$ cat src/rtl/dmem_arbiter_pkg.sv
// dmem_pkg: shared types and constants for the data-memory arbiter.
//   state_t        sequencer states (IDLE, ACCESS, DONE)
//   PORT_PIPE/LOAD requester port indices (MEM stage, loader)
//   DEF_ADDR_W/DATA_W default memory word-address and data widths
package dmem_pkg;

    typedef enum logic [1:0] {
        IDLE   = 2'd0,
        ACCESS = 2'd1,
        DONE   = 2'd2
    } state_t;

    localparam logic PORT_PIPE = 1'b0;
    localparam logic PORT_LOAD = 1'b1;

    localparam int DEF_ADDR_W = 18;
    localparam int DEF_DATA_W = 32;

    // Word-only memory: any nonzero byte offset is rejected.
    function automatic logic is_misaligned(input logic [1:0] byte_off);
        return byte_off != 2'b00;
    endfunction

endpackage

$ cat src/rtl/dmem_arbiter_if.sv
// dmem_if: requester handshakes (two ports) plus the data-memory bus.
//   slave  modport: seen by the arbiter (requests in, completions/strobes out)
//   master modport: seen by the requesters/memory side
//   req*/we*/addr*/wdata*   per-port request (byte address)
//   ready*/err*/rdata*      per-port completion
//   busy                    arbiter not idle
//   readSig/writeSig/address/dataIn/dataOut  memory strobes, word address, data
interface dmem_if
    import dmem_pkg::*;
#(
    parameter int ADDR_W = DEF_ADDR_W,
    parameter int DATA_W = DEF_DATA_W
);
    logic              req0;
    logic              req1;
    logic              we0;
    logic              we1;
    logic [31:0]       addr0;
    logic [31:0]       addr1;
    logic [DATA_W-1:0] wdata0;
    logic [DATA_W-1:0] wdata1;
    logic              ready0;
    logic              ready1;
    logic              err0;
    logic              err1;
    logic [DATA_W-1:0] rdata0;
    logic [DATA_W-1:0] rdata1;
    logic              busy;
    logic              readSig;
    logic              writeSig;
    logic [ADDR_W-1:0] address;
    logic [DATA_W-1:0] dataIn;
    logic [DATA_W-1:0] dataOut;

    modport slave (
        input  req0, req1, we0, we1, addr0, addr1, wdata0, wdata1, dataOut,
        output ready0, ready1, err0, err1, rdata0, rdata1, busy,
               readSig, writeSig, address, dataIn
    );

    modport master (
        output req0, req1, we0, we1, addr0, addr1, wdata0, wdata1, dataOut,
        input  ready0, ready1, err0, err1, rdata0, rdata1, busy,
               readSig, writeSig, address, dataIn
    );

endinterface

$ cat src/rtl/dmem_arbiter_rr_arb2.sv
// rr_arb2: combinational two-way round-robin select.
//   req0, req1  requests
//   lastGrant   port granted most recently
//   gnt_valid   at least one request present
//   gnt_idx     selected port; on a tie the port not granted last wins
module rr_arb2 (
    input  logic req0,
    input  logic req1,
    input  logic lastGrant,
    output logic gnt_valid,
    output logic gnt_idx
);

    assign gnt_valid = req0 | req1;
    assign gnt_idx   = (req0 & req1) ? ~lastGrant : req1;

endmodule

$ cat src/rtl/dmem_arbiter.sv
// dmem_arbiter: shares the data memory between the pipeline MEM stage
// (port 0) and the loader (port 1). One access at a time, round-robin on
// contention, fixed wait states, one-cycle ready/err completion pulses.
//   clk  system clock
//   rst  asynchronous active-low reset
//   bus  dmem_if.slave: request ports, completions, memory bus
//
// state  | meaning
// -------+-------------------------------------------------------------
// IDLE   | waiting for a request; grant and latch it
// ACCESS | strobe held for WAIT_CYCLES+1 cycles; last cycle captures read
// DONE   | ready (and err) pulse on the granted port; back to IDLE
module dmem_arbiter
    import dmem_pkg::*;
#(
    parameter int ADDR_W      = DEF_ADDR_W,
    parameter int DATA_W      = DEF_DATA_W,
    parameter int WAIT_CYCLES = 2
) (
    input  logic   clk,
    input  logic   rst,
    dmem_if.slave  bus
);

    localparam logic [3:0] CNT_LOAD = 4'(WAIT_CYCLES);

    state_t            r_state;
    state_t            w_state_nxt;
    logic              r_last_gnt;
    logic [3:0]        r_cnt;
    logic              r_port;
    logic              r_we;
    logic [ADDR_W-1:0] r_address;
    logic [DATA_W-1:0] r_data_in;
    logic [DATA_W-1:0] r_rdata0;
    logic [DATA_W-1:0] r_rdata1;
    logic              r_read_sig;
    logic              r_write_sig;
    logic              r_ready0;
    logic              r_ready1;
    logic              r_err0;
    logic              r_err1;

    logic              w_gnt_valid;
    logic              w_gnt_idx;
    logic              w_req_we;
    logic [ADDR_W+1:0] w_req_addr;
    logic [DATA_W-1:0] w_req_wdata;
    logic              w_misaligned;
    logic              w_grant;
    logic              w_access_done;
    logic              w_done_port;
    logic              w_done_err;

    rr_arb2 u_rr_arb2 (
        .req0      (bus.req0),
        .req1      (bus.req1),
        .lastGrant (r_last_gnt),
        .gnt_valid (w_gnt_valid),
        .gnt_idx   (w_gnt_idx)
    );

    assign w_req_we     = w_gnt_idx ? bus.we1 : bus.we0;
    assign w_req_addr   = w_gnt_idx ? bus.addr1[ADDR_W+1:0] : bus.addr0[ADDR_W+1:0];
    assign w_req_wdata  = w_gnt_idx ? bus.wdata1 : bus.wdata0;
    assign w_misaligned = is_misaligned(w_req_addr[1:0]);

    // A misaligned grant enters DONE straight from IDLE, before r_port is
    // latched, so the completion port comes from the arbiter in that case.
    assign w_done_port = (r_state == IDLE) ? w_gnt_idx : r_port;
    assign w_done_err  = (r_state == IDLE) ? w_misaligned : 1'b0;

    always_comb begin
        w_state_nxt   = r_state;
        w_grant       = 1'b0;
        w_access_done = 1'b0;
        case (r_state)
            IDLE: begin
                if (w_gnt_valid) begin
                    w_grant     = 1'b1;
                    w_state_nxt = w_misaligned ? DONE : ACCESS;
                end
            end
            ACCESS: begin
                if (r_cnt == 4'd0) begin
                    w_access_done = 1'b1;
                    w_state_nxt   = DONE;
                end
            end
            DONE:    w_state_nxt = IDLE;
            default: w_state_nxt = IDLE;
        endcase
    end

    always_ff @(posedge clk or negedge rst) begin
        if (!rst) begin
            r_state     <= IDLE;
            r_last_gnt  <= 1'b1;
            r_cnt       <= 4'd0;
            r_port      <= PORT_PIPE;
            r_we        <= 1'b0;
            r_address   <= '0;
            r_data_in   <= '0;
            r_rdata0    <= '0;
            r_rdata1    <= '0;
            r_read_sig  <= 1'b0;
            r_write_sig <= 1'b0;
            r_ready0    <= 1'b0;
            r_ready1    <= 1'b0;
            r_err0      <= 1'b0;
            r_err1      <= 1'b0;
        end else begin
            r_state  <= w_state_nxt;
            r_ready0 <= 1'b0;
            r_ready1 <= 1'b0;
            r_err0   <= 1'b0;
            r_err1   <= 1'b0;

            if (w_grant) begin
                r_port     <= w_gnt_idx;
                r_we       <= w_req_we;
                r_last_gnt <= w_gnt_idx;
                r_cnt      <= CNT_LOAD;
                // Memory-side registers only move for a real access so the
                // bus holds its last value across rejected requests.
                if (!w_misaligned) begin
                    r_address   <= w_req_addr[ADDR_W+1:2];
                    r_data_in   <= w_req_wdata;
                    r_read_sig  <= ~w_req_we;
                    r_write_sig <= w_req_we;
                end
            end

            if (r_state == ACCESS) begin
                if (w_access_done) begin
                    r_read_sig  <= 1'b0;
                    r_write_sig <= 1'b0;
                    if (!r_we) begin
                        if (r_port == PORT_PIPE) r_rdata0 <= bus.dataOut;
                        else                     r_rdata1 <= bus.dataOut;
                    end
                end else begin
                    r_cnt <= r_cnt - 4'd1;
                end
            end

            if (w_state_nxt == DONE) begin
                if (w_done_port == PORT_PIPE) begin
                    r_ready0 <= 1'b1;
                    r_err0   <= w_done_err;
                end else begin
                    r_ready1 <= 1'b1;
                    r_err1   <= w_done_err;
                end
            end
        end
    end

    assign bus.busy     = (r_state != IDLE);
    assign bus.readSig  = r_read_sig;
    assign bus.writeSig = r_write_sig;
    assign bus.address  = r_address;
    assign bus.dataIn   = r_data_in;
    assign bus.ready0   = r_ready0;
    assign bus.ready1   = r_ready1;
    assign bus.err0     = r_err0;
    assign bus.err1     = r_err1;
    assign bus.rdata0   = r_rdata0;
    assign bus.rdata1   = r_rdata1;

endmodule

$ cat src/flat_wrapper.sv
// flat-port wrapper written by rule: the top's interface ports become plain ports
module dmem_arbiter_flat import dmem_pkg::*;
#(
    parameter int ADDR_W      = DEF_ADDR_W,
    parameter int DATA_W      = DEF_DATA_W,
    parameter int WAIT_CYCLES = 2
)
  (clk, rst, bus_req0, bus_req1, bus_we0, bus_we1, bus_addr0, bus_addr1, bus_wdata0, bus_wdata1, bus_dataOut, bus_ready0, bus_ready1, bus_err0, bus_err1, bus_rdata0, bus_rdata1, bus_busy, bus_readSig, bus_writeSig, bus_address, bus_dataIn);
  dmem_if #(.ADDR_W(ADDR_W), .DATA_W(DATA_W)) bus_i ();
  input  logic clk;
  input  logic rst;
  input wire logic [$bits(bus_i.req0)-1:0] bus_req0;
  input wire logic [$bits(bus_i.req1)-1:0] bus_req1;
  input wire logic [$bits(bus_i.we0)-1:0] bus_we0;
  input wire logic [$bits(bus_i.we1)-1:0] bus_we1;
  input wire logic [$bits(bus_i.addr0)-1:0] bus_addr0;
  input wire logic [$bits(bus_i.addr1)-1:0] bus_addr1;
  input wire logic [$bits(bus_i.wdata0)-1:0] bus_wdata0;
  input wire logic [$bits(bus_i.wdata1)-1:0] bus_wdata1;
  input wire logic [$bits(bus_i.dataOut)-1:0] bus_dataOut;
  output wire logic [$bits(bus_i.ready0)-1:0] bus_ready0;
  output wire logic [$bits(bus_i.ready1)-1:0] bus_ready1;
  output wire logic [$bits(bus_i.err0)-1:0] bus_err0;
  output wire logic [$bits(bus_i.err1)-1:0] bus_err1;
  output wire logic [$bits(bus_i.rdata0)-1:0] bus_rdata0;
  output wire logic [$bits(bus_i.rdata1)-1:0] bus_rdata1;
  output wire logic [$bits(bus_i.busy)-1:0] bus_busy;
  output wire logic [$bits(bus_i.readSig)-1:0] bus_readSig;
  output wire logic [$bits(bus_i.writeSig)-1:0] bus_writeSig;
  output wire logic [$bits(bus_i.address)-1:0] bus_address;
  output wire logic [$bits(bus_i.dataIn)-1:0] bus_dataIn;
  assign bus_i.req0 = bus_req0;
  assign bus_i.req1 = bus_req1;
  assign bus_i.we0 = bus_we0;
  assign bus_i.we1 = bus_we1;
  assign bus_i.addr0 = bus_addr0;
  assign bus_i.addr1 = bus_addr1;
  assign bus_i.wdata0 = bus_wdata0;
  assign bus_i.wdata1 = bus_wdata1;
  assign bus_i.dataOut = bus_dataOut;
  assign bus_ready0 = bus_i.ready0;
  assign bus_ready1 = bus_i.ready1;
  assign bus_err0 = bus_i.err0;
  assign bus_err1 = bus_i.err1;
  assign bus_rdata0 = bus_i.rdata0;
  assign bus_rdata1 = bus_i.rdata1;
  assign bus_busy = bus_i.busy;
  assign bus_readSig = bus_i.readSig;
  assign bus_writeSig = bus_i.writeSig;
  assign bus_address = bus_i.address;
  assign bus_dataIn = bus_i.dataIn;
  dmem_arbiter #(.ADDR_W(ADDR_W), .DATA_W(DATA_W), .WAIT_CYCLES(WAIT_CYCLES)) u_core (.clk(clk), .rst(rst), .bus(bus_i));
endmodule
$ cat config.mk
export PLATFORM = sky130hd
export DESIGN_NAME = dmem_arbiter_flat
export DESIGN_NICKNAME = d
export VERILOG_FILES = /design/src/rtl/dmem_arbiter_pkg.sv /design/src/rtl/dmem_arbiter_if.sv /design/src/rtl/dmem_arbiter_rr_arb2.sv /design/src/rtl/dmem_arbiter.sv /design/src/flat_wrapper.sv
export SDC_FILE = /design/constraint.sdc
export NUM_CORES = 1
export LEC_CHECK = 0
export CORE_MARGIN = 1
export CORE_UTILIZATION = 40
export DETAILED_ROUTE_END_ITERATION = 8
export GPL_TIMING_DRIVEN = 0
export PLACE_DENSITY = 0.81
export SLEW_MARGIN = 25
export SYNTH_ARGS = -nofsm -noshare
export SYNTH_HDL_FRONTEND = slang
export SYNTH_SLANG_ARGS = --single-unit
$ cat constraint.sdc
create_clock -name clk -period 5.4 [get_ports clk]
set_input_delay 1.62 -clock clk [delete_from_list [all_inputs] [get_ports clk]]
set_output_delay 1.62 -clock clk [all_outputs]
set_load 0.03 [all_outputs]
### After elaboration in Yosys (flattened, before gate mapping)

Cells that the tools add are included.

* logic and storage cells: 65
* bits in registers: 129
* input port bits: 166

* $add $sub $neg: 1
* mux-type cells: 33
* reductions and logical operators: 7
* equal/unequal tests: 2
* bitwise operators: 7

Operators by type and width (number)
* $mux W32: 1
* $mux W1: 24
* $mux W20: 1
* $mux W4: 3
* $reduce_and A4 Y1: 2
* $mux W2: 3
* $not A1 Y1: 5
* $logic_not A4 Y1: 1
* $pmux W2 S2: 1
* $reduce_bool A2 Y1: 2
* $sub A4 B1 Y4 const B: 1
* $eq A2 B1 Y1 const B: 1
* $eq A2 B2 Y1 const B: 1
* $logic_not A2 Y1: 1
* $reduce_and A2 Y1: 1
* $and A1 B1 Y1: 1
* $or A1 B1 Y1: 1

### Depth between registers and ports, before layout

* word-level depth: 9
* gate-level depth with buffers: 7
* depth with buffers taken out: 6

### Hierarchy

A second synthesis with hierarchy kept.

* cell total of the unflattened synthesis: 370
* area total of the unflattened synthesis: 5676.7 sq um

By module, submodules not included
* dmem_arbiter: area an instance 5662.9 sq um, instances 1, cells each 368
* rr_arb2: area an instance 13.8 sq um, instances 1, cells each 2

### Least setup slack after synthesis

OpenSTA, ideal clock, no wires.

* path kind: input -> register
* start point: input bus_req1
* end point: register u_core.r_state[0]
* buffers on the path: 1
* stages: 5
* arrival: 2588 ps
* setup slack: 2677 ps
* setup time: 134 ps
* path through: a21boi_2 > mux2i_2 > nand2b_4 > buf_6 > o21ai_0

* longest elaborated chain between the ends: 7
* elaborated cells on any way between the ends: 8

Ends and longest elaborated chain
* start: declaration: line flat_wrapper.sv:13 `input wire logic [$bits(bus_i.req1)-1:0] bus_req1;`
* $and A1 B1 Y1: line dmem_arbiter_rr_arb2.sv:15 `assign gnt_idx = (req0 & req1) ? ~lastGrant : req1;`
* $mux W1: line dmem_arbiter_rr_arb2.sv:15
* $mux W20: line dmem_arbiter.sv:64 `assign w_req_addr = w_gnt_idx ? bus.addr1[ADDR_W+1:0] : bus.addr0[ADDR_W+1:0];`
* $reduce_bool A2 Y1: line dmem_arbiter_pkg.sv:21 `return byte_off != 2'b00;`
* $mux W2: line dmem_arbiter.sv:81 `w_state_nxt = w_misaligned ? DONE : ACCESS;`
* $mux W2 *: line dmem_arbiter.sv:79 `if (w_gnt_valid) begin`
* $pmux W2 S2 *: line dmem_arbiter.sv:77 `case (r_state)`
* via u_core.w_state_nxt[0]: line dmem_arbiter.sv:28 `state_t w_state_nxt;`
* end signal: assignment: line dmem_arbiter.sv:113 `r_state <= w_state_nxt;`
* end: declaration: line dmem_arbiter.sv:27 `state_t r_state;`

The timed path passes the listed nets; every way through them passes the cells marked *.
A chain may end at the register's enable or synchronous reset.

### Final worst setup path

* start point: input bus_req1
* end point: register u_core.r_data_in[8] (netlist: u_core.bus.dataIn[8])

* longest elaborated chain between the ends: 6
* elaborated cells on any way between the ends: 10

Ends and longest elaborated chain
* $and A1 B1 Y1: line dmem_arbiter_rr_arb2.sv:15
* $mux W1: line dmem_arbiter_rr_arb2.sv:15
* $mux W20: line dmem_arbiter.sv:64
* $reduce_bool A2 Y1: line dmem_arbiter_pkg.sv:21
* $not A1 Y1 (no source line)
* $reduce_and A2 Y1 (no source line)
* end signal: assignment: line dmem_arbiter.sv:128 `r_data_in <= w_req_wdata;`
* end: declaration: line dmem_arbiter.sv:34 `logic [DATA_W-1:0] r_data_in;`

Parallel ways exist; a longest one is shown, timed or not.

==> impl_metrics.tcl <==
set metrics [dict create \
    run_status "finished clean" \
    hpwl_mm 11.2 \
    syn_to_final_growth_pct 62.3 \
    clock_latency_ps 410 \
    fin_tns_setup_ps 0 \
    finalHoldViolCount 0 \
    viasPerCell 5.01 \
    place_congestion 0.814 \
    drc 0 \
    fmax_ghz 0.295 \
    cts_max_path_buffers 2 \
    grt_pass1_wl_mm 23.8 \
    grt_max_degree 90 \
    tightest_slew_ps 820 \
    synth_top_area_share 0.586 \
    pin_count 287 \
    grt_use_total 0.216 \
    worstPathRequired_ps 5720 \
    hold_path.class "reg2reg" \
    slew_violations 0 \
    startpoint_type "primary input" \
    pre_cts_ws_ps 1650 \
    cts_tree "yes" \
    yosys_warnings 0 \
    ys_seq_area_frac 0.591 \
    crit_arrival_ps 3710 \
    synth_area_sq_mm 0.00547 \
    drt-initial-drc-count 205 \
    cts_root_buffer "clkbuf_16" \
    finalSetupViolations 0 \
    ys_seq_elements 129 \
    vias 4482 \
    cts.sinks 129 \
    firstDrtPassIters 4 \
    clk_pin_slew_worst_paths_ps 50 \
    worst_slack_ps 2020 \
    grt_use_met3 0.0675 \
    fin_skew_ps 6.36 \
    rows 42 \
    rr_worst_depth 7 \
    ant_nets 0 \
    fp.dieH_microns 119 \
    post-route-period-util 0.627 \
    final_layout_size_suffix_gt1_frac 0.166 \
    r2r-end "u_core.bus.rdata0[25]" \
    met1_usage 0.251 \
    place_area_sq_mm 0.00834 \
    gr-total-overflow 0 \
    rsz0062_at_grt "false" \
    slew_headroom 0.449 \
    wl_per_cell_microns 16.4 \
    avgSynthCellArea_sq_um 12.9 \
    leakage_nw 3.77 \
    synth_nets 590 \
    synth_area_leader_cell "dfrtp_1" \
    hold_buffers 0 \
    h-tree-depth 4 \
    cts_buffers 17 \
    r2r_slack_ps 3330 \
    nNetsFinal 872 \
    whs_ps 501 \
    crit_path_end_kind "flop" \
    total_power_mw 5.10 \
    cp_max_fo 10 \
    fp.dieW_microns 119 \
    die_area_sq_mm 0.0141 \
    cts_resized 0 \
    r2r_start "u_core.r_cnt[0]" \
    ir_worst_vdd_mv 0.220 \
    critical_path_class "in2reg" \
    diodes 0 \
    post-cts-setup-buffers 0 \
    start_util 0.411 \
    critPathLaunch "bus_req1" \
    drv_cap 0 \
    syn_inst 423 \
    drt_wl_total_mm 14.7 \
    gr-usage-met2 0.380 \
    endpoint "u_core.bus.dataIn[8]" \
    core_sq_mm 0.0133 \
    portBuffers 262 \
    first_global_vias 4766 \
    busiest_layer "met2" \
    fin_crit_ps 3380 \
    antenna_found_initial 0 \
    power_density_mw_per_mm2 575 \
    netlist_top_cells_area "dfrtp_1, mux2_2, mux2i_1" \
    design_area_sq_mm 0.00887 \
    ys_types 38 \
]
-- layout by cell type, fill, tap and decap left out, types with 2 or more instances in the layout --
cell               n
clkdlybuf4s50_1  261
dfrtp_1          128
mux2_2            63
o21ai_0           54
mux2i_1           51
o21ai_1           49
clkbuf_16         17
clkbuf_1          14
buf_6              8
buf_2              8
nor2_1             7
nand2_1            6
clkinv_2           6
inv_1              5
nand3_1            4
a21oi_1            3
clkinvlp_4         3
nand2b_1           2
nor3_1             2
-- where the power goes --
group	switching (mW)	internal (mW)	total, mW	leakage (nW)
clock	0.396	0.627	1.02	0.256
combinational	1.38	1.08	2.47	1.90
sequential	0.229	1.38	1.61	1.61
total	2.01	3.09	5.10	3.77
-- layer usage --
| layer | vias up | part of all wire |
|---|---|---|
| met4 | 0 | 0.018 |
| met5 | - | 0 |
| met2 | 191 | 0.51 |
| li1 | 2087 | - |
| met3 | 22 | 0.072 |
| met1 | 2182 | 0.40 |
-- final cells by class --
cell class	count	area (sq um)
clock inverter	11	91.3
timing repair buffer	263	2660
tap	176	220
inverter	5	18.8
buffer	27	175
clock buffer	21	440
sequential	129	3230
multi-input combinational	262	2040
fill	992	4420
-- per-stage QoR --
| step | util | instances |
|---|---|---|
| floorplan | - | 423 |
| finish | 0.668 | 894 |
| global route | 0.668 | 894 |
| detailed placement | 0.628 | 862 |
| CTS | 0.668 | 894 |
| global placement | 0.625 | 861 |
-- cells by family after synthesis --
family	count (synthesis)	synth area share
flops	129	0.591
simple gates	30	0.0332
fa+ha+maj	1	0.00229
buf+inv	32	0.0355
compound gates	115	0.111
mux	116	0.228
-- worst min path at each step --
| stage | startpoint | to | slack, ps | depth (start not counted) |
|---|---|---|---|---|
| finish | u_core.bus.rdata1[13] | u_core.bus.rdata1[13] | 500 | 1 |
| global route | u_core.bus.rdata1[13] | u_core.bus.rdata1[13] | 510 | 1 |
| CTS | u_core.bus.rdata1[23] | u_core.bus.rdata1[23] | 500 | 1 |
| detailed placement | u_core.bus.rdata1[23] | u_core.bus.rdata1[23] | 490 | 1 |
| global placement | u_core.bus.rdata0[18] | u_core.bus.rdata0[18] | 470 | 1 |
| floorplan | u_core.r_cnt[0] | u_core.r_cnt[0] | 470 | 1 |
-- synthesized netlist by cell type --
cell type	n
dfrtp_1	128
mux2_2	63
o21ai_0	54
mux2i_1	51
o21ai_1	49
clkbuf_1	10
buf_2	8
buf_6	8
nor2_1	7
nand2_1	6
inv_1	5
nand3_1	4
a21oi_1	3
nand2b_1	2
nor3_1	2
a21boi_0	1
a21boi_2	1
a22o_1	1
a22oi_1	1
a31o_2	1
a31oi_1	1
and2b_1	1
buf_4	1
dfstp_2	1
ha_1	1
mux2_1	1
mux2i_2	1
nand2_2	1
nand2b_4	1
nand4b_1	1
nor2_4	1
nor2b_1	1
nor3_4	1
nor3b_2	1
o2111ai_1	1
o31ai_1	1
o32ai_1	1
or4_1	1
-- critical path, stage by stage --
cell and delay, ps:
clkdlybuf4s50_1 550, a21boi_2 250, mux2i_2 590, clkbuf_1 390
o21ai_0 180, o21ai_1 120
-- registers in the layout (all words and copies together) (netlist names) --
register,flops
u_core.bus.readSig,1
u_core.r_last_gnt,1
u_core.bus.err1,1
u_core.bus.dataIn,32
u_core.r_state,2
u_core.bus.ready0,1
u_core.bus.address,18
u_core.bus.ready1,1
u_core.bus.writeSig,1
u_core.bus.rdata1,32
u_core.bus.err0,1
u_core.bus.rdata0,32
u_core.r_cnt,4
u_core.r_port,1
u_core.r_we,1
Note: power is estimated with default switching activity, not from simulation.
